## config.mk

```make
export PLATFORM = sky130hd
export DESIGN_NAME = prod_accumulator
export DESIGN_NICKNAME = d
export VERILOG_FILES = /design/src/rtl/prod_accumulator.sv
export SDC_FILE = /design/constraint.sdc
export NUM_CORES = 1
export LEC_CHECK = 0
export ABC_AREA = 0
export CORE_MARGIN = 4
export CORE_UTILIZATION = 45
export DETAILED_ROUTE_END_ITERATION = 16
export PLACE_DENSITY = 0.78
export SLEW_MARGIN = 40
export SYNTH_ARGS = -nofsm -noshare
export SYNTH_HDL_FRONTEND = slang
export SYNTH_SLANG_ARGS = --single-unit
```

## constraint.sdc

```tcl
create_clock -name clk -period 2.2 [get_ports clk]
set_input_delay 0.22 -clock clk [delete_from_list [all_inputs] [get_ports clk]]
set_output_delay 0.22 -clock clk [all_outputs]
set_load 0.03 [all_outputs]
```

## src/rtl/prod_accumulator.sv

```systemverilog
// Frame-sum reduction stage for the multiplier product stream: accumulates unsigned
// beats with saturation, then offers the frame result on a valid/ready handshake.
module prod_accumulator #(
    parameter int IN_W    = 8,
    parameter int ACC_W   = 16,
    parameter int MAX_CNT = 16,
    parameter int CNT_W   = 5
) (
    input  logic             clk,
    input  logic             rst,
    input  logic             in_valid,
    output logic             in_ready,
    input  logic [IN_W-1:0]  in_data,
    input  logic             in_last,
    output logic [ACC_W-1:0] sum,
    output logic [CNT_W-1:0] count,
    output logic             ovf,
    output logic             sum_valid,
    input  logic             sum_ready
);

    typedef enum logic [1:0] {
        IDLE = 2'd0,
        ACC  = 2'd1,
        DONE = 2'd2
    } state_t;

    state_t state;

    logic             accept;
    logic [ACC_W-1:0] in_ext;
    logic [ACC_W:0]   add_full;
    logic [CNT_W-1:0] cnt_next;
    logic             close;

    // Handshakes: a beat moves on a rising edge with in_valid && in_ready, a result
    // moves with sum_valid && sum_ready; ready/valid outputs depend only on state.
    assign accept   = in_valid && in_ready;
    assign in_ext   = ACC_W'(in_data);
    assign add_full = {1'b0, sum} + {1'b0, in_ext};
    assign cnt_next = (state == IDLE) ? CNT_W'(1) : count + CNT_W'(1);
    assign close    = in_last || (cnt_next == CNT_W'(MAX_CNT));

    // in_data only reaches state under accept, so X on an idle bus never lands.
    always_ff @(posedge clk or posedge rst) begin
        if (rst) begin
            state     <= IDLE;
            sum       <= '0;
            count     <= '0;
            ovf       <= 1'b0;
            in_ready  <= 1'b1;
            sum_valid <= 1'b0;
        end else begin
            case (state)
                IDLE: begin
                    if (accept) begin
                        sum   <= in_ext;
                        count <= cnt_next;
                        ovf   <= 1'b0;
                        if (close) begin
                            state     <= DONE;
                            in_ready  <= 1'b0;
                            sum_valid <= 1'b1;
                        end else begin
                            state <= ACC;
                        end
                    end
                end
                ACC: begin
                    if (accept) begin
                        // Carry out of the widened add pins the sum at all-ones.
                        if (add_full[ACC_W]) begin
                            sum <= '1;
                            ovf <= 1'b1;
                        end else begin
                            sum <= add_full[ACC_W-1:0];
                        end
                        count <= cnt_next;
                        if (close) begin
                            state     <= DONE;
                            in_ready  <= 1'b0;
                            sum_valid <= 1'b1;
                        end
                    end
                end
                DONE: begin
                    if (sum_ready) begin
                        state     <= IDLE;
                        in_ready  <= 1'b1;
                        sum_valid <= 1'b0;
                    end
                end
                default: begin
                    state     <= IDLE;
                    in_ready  <= 1'b1;
                    sum_valid <= 1'b0;
                end
            endcase
        end
    end

endmodule
```

==> impl_metrics.env, run 1 <==
export IMPL_hold_viol=0
export IMPL_ir_worst_vdd_uv=729
export IMPL_synth_distinct_cells=49
export IMPL_synth_seq_cells=26
export IMPL_synth_top_area_share_pct=37.4
export IMPL_grt_pass1_vias=1587
export IMPL_h_tree_depth=1
export IMPL_vias=1618
export IMPL_synth_edf_count=0
export IMPL_drt_iter0_markers=80
export IMPL_hpwlAfterDp_um=3140
export IMPL_ys_flop_type="dfrtp_1"
export IMPL_synthTopCellsByArea="dfrtp_1, ha_1, a21oi_1"
export IMPL_setup_viol=0
export IMPL_netlist_area_sq_um=1670
export IMPL_cp_end_kind="register"
export IMPL_status="completed"
export IMPL_cp_cell_sequence="clkdlybuf4s50_1 -> ha_2 -> fa_2 -> a211oi_2 -> o211a_1 -> buf_4 -> o311ai_4 -> nor2_1 -> o21ai_0"
export IMPL_dr_pass1_iters=4
export IMPL_required_ns=2.38
export IMPL_nNetsFinal=265
export IMPL_start_kind="primary input"
export IMPL_holdCritPathClass="primary input to asynchronous set/reset pin"
export IMPL_crit_type="primary input to register"
export IMPL_rsz0062_at_grt="true"
export IMPL_fin_crit_sh_pct=95.2
export IMPL_start_util_pct=48.2
export IMPL_num_rows=21
export IMPL_synth_commonest_cells="dfrtp_1, a21oi_1, nand2_1"
export IMPL_clockRootBuffer="clkbuf_8"
export IMPL_slew_headroom_pct=72.6
export IMPL_fin_skew_ns=0.00845
export IMPL_die_area_sq_um=4760
export IMPL_yosysMostFrequentCell="dfrtp_1"
export IMPL_layout_min_cycle_time_ns=2.09
export IMPL_clkTransAtPathRegs_ns=0.10
export IMPL_insertion_delay_ns=0.27
export IMPL_cts_tree="done"
export IMPL_max_clock_path_buffers=2
export IMPL_fin_ws_ns=0.105
export IMPL_p_leak_nw=1.01
export IMPL_grt_max_degree=25
export IMPL_yosysTopAreaCell="dfrtp_1"
export IMPL_place_gp_congestion=0.863
export IMPL_grt_pass1_wl_um=7070
export IMPL_place_ws_ns=-0.222
export IMPL_numCtsBuffers=3
export IMPL_fill_cells=284
export IMPL_track_usage_pct=19.5
export IMPL_crit_path_max_fanout=7
export IMPL_path_buf_inv=2
export IMPL_n_antenna_cell=0
export IMPL_wirelength_um=4240
export IMPL_core_sq_um=3470
export IMPL_vias_per_cell=5.64
export IMPL_wl_per_cell_um=14.8
export IMPL_fmax_ghz=0.477
export IMPL_drive_gt1_share_pct=19.9
export IMPL_slew_violations=0
export IMPL_synth_seq_area_share_pct=39.0
export IMPL_netlist_instances=183
export IMPL_maxCapViolCount=0
export IMPL_clkSinkCount=26
export IMPL_worst_pin_slew_ns=0.411
export IMPL_pin_count=37
export IMPL_syn_nets=206
export IMPL_area_delta_synth_final_pct=43.6
export IMPL_postRouteAntennaNets=0
export IMPL_dieHeight_um=69.0
export IMPL_fp_dieW_um=69.0
export IMPL_cp_slowest_cell="clkdlybuf4s50_1"
export IMPL_path_delay_family="compound AO/OA/AOI/OAI gates"
export IMPL_power_density_nw_per_um2=1260
export IMPL_cp_data_arrival_time_ns=2.28
export IMPL_port_buffers=36
export IMPL_grt_ovfl_total=0
export IMPL_avgSynthCellArea_sq_um=9.14
export IMPL_antenna_found_initial=0
export IMPL_cpPeakStageDelay_ns=0.49
export IMPL_drc_errors=0
export IMPL_post_cts_setup_buffers=0
export IMPL_final_core_util_pct=69.3
export IMPL_ys_warn_count=0
export IMPL_async_reset_ff_share_pct=100
-- worst paths after layout --
check | start | end | slack, ns | cells after the start
worst max register to register | sum[5] | sum[15] | 0.12 | 6
worst max-delay path | in_data[0] | sum[6] | 0.11 | 9
min in group clk | in_data[7] | sum[7] | 0.40 | 3
max in group asynchronous | rst | sum[12] | 1.56 | 3
worst min register to register | sum_valid | sum_valid | 0.49 | 1
worst min-delay path | rst | sum[1] | 0.18 | 2
-- state kept, by name (all words and copies together), names as in the netlist --
name	cells
sum_valid	1
state	2
ovf	1
sum	16
count	5
in_ready	1
-- cells by family after synthesis --
logic type / after synthesis / share of synthesized area, %
adder cells (fa/ha/maj): 10 / 7.93
AND/OR/NAND/NOR: 51 / 14.9
buffers and inverters: 13 / 3.44
flip-flops: 26 / 39.0
XOR/XNOR: 8 / 4.19
AO/OA/AOI/OAI: 75 / 30.6
-- routing by layer --
metal / vias up / GRT usage, % / part of all wire, %
li1: 808 / - / -
met3: 2 / 2.92 / 4.3
met4: 0 / 2.92 / 0.45
met5: - / 0 / 0
met1: 776 / 27.1 / 48
met2: 32 / 32.5 / 47
-- layout by cell type, fill, tap and decap left out, types with 2 or more instances in the layout --
cell type         n
clkdlybuf4s50_1  35
o31ai_1           2
a22o_1            2
a221oi_2          2
nor2_1           12
o21ai_1           3
dfrtp_1          24
o21ai_0          15
o211ai_1          5
o211a_1           2
and3_1            2
nand2_1          16
clkbuf_8          3
xnor2_1           3
xor2_1            5
nand2b_1          3
inv_1             7
a41oi_1           2
ha_4              4
a21oi_1          16
o21a_1            3
buf_4            24
a21o_1            4
o22ai_1           4
a211oi_2          2
ha_1              4
nand3_1           6
nor3_1            2
-- repair_timing --
item / in CTS / in global routing
endpoints found under the setup margin: 0 / 10
gates resized for setup: 0 / 12
hold buffers: 0 / 0
-- power breakdown --
group          switching (W)  leakage, nW  internal, W
Sequential          0.000171        0.334     0.000631
Combinational       0.000977        0.638     0.000856
Clock               0.000154       0.0357     0.000243
Total                0.00130         1.01      0.00173
-- through the flow --
stage          instance area (sq um)  hold WS (ns)  setup TNS (ns)  total power (W)  cells
3_5_place_dp                    2250         0.471           -2.50          0.00254    283
6_report                        2400         0.181               0          0.00303    287
5_1_grt                         2400         0.242        -0.00240          0.00328    287
2_1_floorplan                   1680         0.259               0          0.00187    183
3_3_place_gp                    2250         0.467           -2.04          0.00251    283
4_1_cts                         2320         0.195               0          0.00295    287
-- area by class of cell --
type	count	area [sq um]	share of cell area (%)
Inverter	7	26.3	1.09
Timing Repair Buffer	60	543	22.6
Clock buffer	3	41.3	1.72
Clock inverter	1	30.0	1.25
Multi-Input combinational cell	144	1050	43.8
Sequential cell	26	653	27.2
Tap cell	46	57.6	2.40
No activity file was read; power rests on OpenSTA's default activity.
==> inputs of run 2 (changes only) <==
--- a/config.mk
+++ b/config.mk
@@ -6,9 +6,10 @@
 export NUM_CORES = 1
 export LEC_CHECK = 0
 export ABC_AREA = 0
-export CORE_MARGIN = 4
+export CORE_MARGIN = 3
 export CORE_UTILIZATION = 45
 export DETAILED_ROUTE_END_ITERATION = 16
+export GPL_ROUTABILITY_DRIVEN = 1
 export PLACE_DENSITY = 0.78
 export SLEW_MARGIN = 40
 export SYNTH_ARGS = -nofsm -noshare
==> impl_metrics.env, run 2 (same netlist as run 1, synthesis figures left out) <==
export IMPL_fill_cells=288
export IMPL_cts_tree="done"
export IMPL_setup_viol=0
export IMPL_p_seq_share_pct=26.7
export IMPL_reg_top3="sum (16), count (5), state (2)"
export IMPL_n_antenna_cell=0
export IMPL_internal_power_w=0.00174
export IMPL_holdBufCountCts=0
export IMPL_port_buffers=36
export IMPL_dr_pass1_iters=4
export IMPL_cp_data_arrival_time_ns=2.25
export IMPL_max_clock_path_buffers=2
export IMPL_stdcell_count=288
export IMPL_core_sq_um=3470
export IMPL_path_buf_inv=1
export IMPL_dieHeight_um=67.0
export IMPL_numCtsBuffers=3
export IMPL_ir_worst_vdd_uv=761
export IMPL_track_usage_pct=21.0
export IMPL_place_gp_congestion=0.904
export IMPL_vias=1617
export IMPL_fin_crit_sh_pct=94.5
export IMPL_insertion_delay_ns=0.28
export IMPL_slew_headroom_pct=62.9
export IMPL_pin_count=37
export IMPL_cp_end_kind="register"
export IMPL_dp_cells=283
export IMPL_status="completed"
export IMPL_crit_path_max_fanout=7
export IMPL_pwr_share_comb_pct=60.0
export IMPL_holdCritPathClass="primary input to asynchronous set/reset pin"
export IMPL_drive_gt1_share_pct=19.4
export IMPL_reg2reg_slack_ns=0.12
export IMPL_fp_dieW_um=67.0
export IMPL_clockRootBuffer="clkbuf_8"
export IMPL_final_common_cell="clkdlybuf4s50_1"
export IMPL_drc_errors=0
export IMPL_top_register="sum"
export IMPL_cpPeakStageDelay_ns=0.43
export IMPL_clkSinkCount=26
export IMPL_die_area_sq_um=4480
export IMPL_reg2reg_depth=8
export IMPL_cp_cell_sequence="ha_2 -> fa_2 -> a211oi_2 -> o211a_1 -> buf_4 -> o311ai_4 -> o22ai_1 -> o21ai_1"
export IMPL_fin_ws_ns=0.121
export IMPL_fin_skew_ns=0.00388
export IMPL_required_ns=2.37
export IMPL_wl_per_cell_um=15.3
export IMPL_grt_pass1_wl_um=7320
export IMPL_path_delay_family="compound AO/OA/AOI/OAI gates"
export IMPL_rsz0062_at_grt="true"
export IMPL_slew_violations=0
export IMPL_num_rows=21
export IMPL_final_cell_mix="clkdlybuf4s50_1, buf_4, dfrtp_1, nand2_1, a21oi_1"
export IMPL_hpwlAfterDp_um=3250
export IMPL_clkTransAtPathRegs_ns=0.10
export IMPL_antenna_found_initial=0
export IMPL_hold_slack_ns=0.243
export IMPL_maxCapViolCount=0
export IMPL_worst_pin_slew_ns=0.552
export IMPL_switchingPower_w=0.00132
export IMPL_cp_slowest_cell="dfrtp_2"
export IMPL_drt_iter0_markers=94
export IMPL_crit_type="register to register"
export IMPL_placed_area_sq_um=2250
export IMPL_area_delta_synth_final_pct=43.3
export IMPL_r2r_end="sum[5]"
export IMPL_grt_pass1_vias=1602
export IMPL_p_leak_nw=1.00
export IMPL_start_kind="register"
export IMPL_nNetsFinal=266
export IMPL_largest_register_ffs=16
export IMPL_h_tree_depth=1
export IMPL_postLayoutCellArea_sq_um=2400
export IMPL_postRouteAntennaNets=0
export IMPL_wirelength_um=4420
export IMPL_layout_min_cycle_time_ns=2.08
export IMPL_switching_share_pct=43.3
export IMPL_hold_viol=0
export IMPL_place_ws_ns=-0.216
export IMPL_grt_max_degree=25
export IMPL_reg2reg_from="sum[0]"
export IMPL_start_util_pct=48.2
export IMPL_fmax_ghz=0.481
export IMPL_vias_per_cell=5.61
export IMPL_clockPowerShare_pct=13.3
export IMPL_power_density_nw_per_um2=1280
export IMPL_grt_ovfl_total=0
[run 2: layout make-up]
class	instances	area, sq um	area share (%)
Tap cell	46	57.6	2.40
Timing Repair Buffer	61	548	22.9
Clock inverter	1	30.0	1.25
Multi-Input combinational cell	144	1040	43.4
Sequential cell	26	653	27.2
Inverter	7	26.3	1.10
Clock buffer	3	41.3	1.72
[run 2: through the flow]
stage / util [%] / power [W] / TNS, ns
after global placement: 64.9 / 0.00250 / -2.14
final: 69.1 / 0.00306 / 0
after CTS: 67.0 / 0.00296 / 0
after detailed placement: 64.9 / 0.00255 / -2.41
after global routing: 69.1 / 0.00329 / -0.0366
after floorplan: - / 0.00187 / 0
[run 2: how the worst max path moves through the flow]
stage	to	startpoint	depth (start not counted)
after floorplan	sum[13]	sum[0]	7
after global placement	sum[15]	in_data[2]	7
after detailed placement	sum[2]	in_data[0]	9
after CTS	sum[15]	sum[2]	6
after global routing	sum[5]	sum[0]	8
final	sum[5]	sum[0]	8
[run 2: repair_timing]
action / in CTS / in global routing
resized for setup: 0 / 11
setup buffers: 0 / 1
setup endpoints to repair: 0 / 14
[run 2: routing by layer]
| layer | vias to the layer above | part of all wire (%) | GRT usage, % |
|---|---|---|---|
| met5 | - | 0 | 0 |
| met4 | 0 | 0.66 | 3.54 |
| met3 | 4 | 4.6 | 4.05 |
| met2 | 45 | 46 | 33.4 |
| met1 | 757 | 48 | 29.7 |
| li1 | 811 | - | - |
[run 2: power groups by stage]
stage	sequential, W	combinational [W]	clock, W
after floorplan	0.00103	0.000842	0
after global placement	0.000807	0.00170	0
after detailed placement	0.000812	0.00174	0
after CTS	0.000802	0.00174	0.000416
after global routing	0.000852	0.00200	0.000432
final	0.000817	0.00184	0.000408
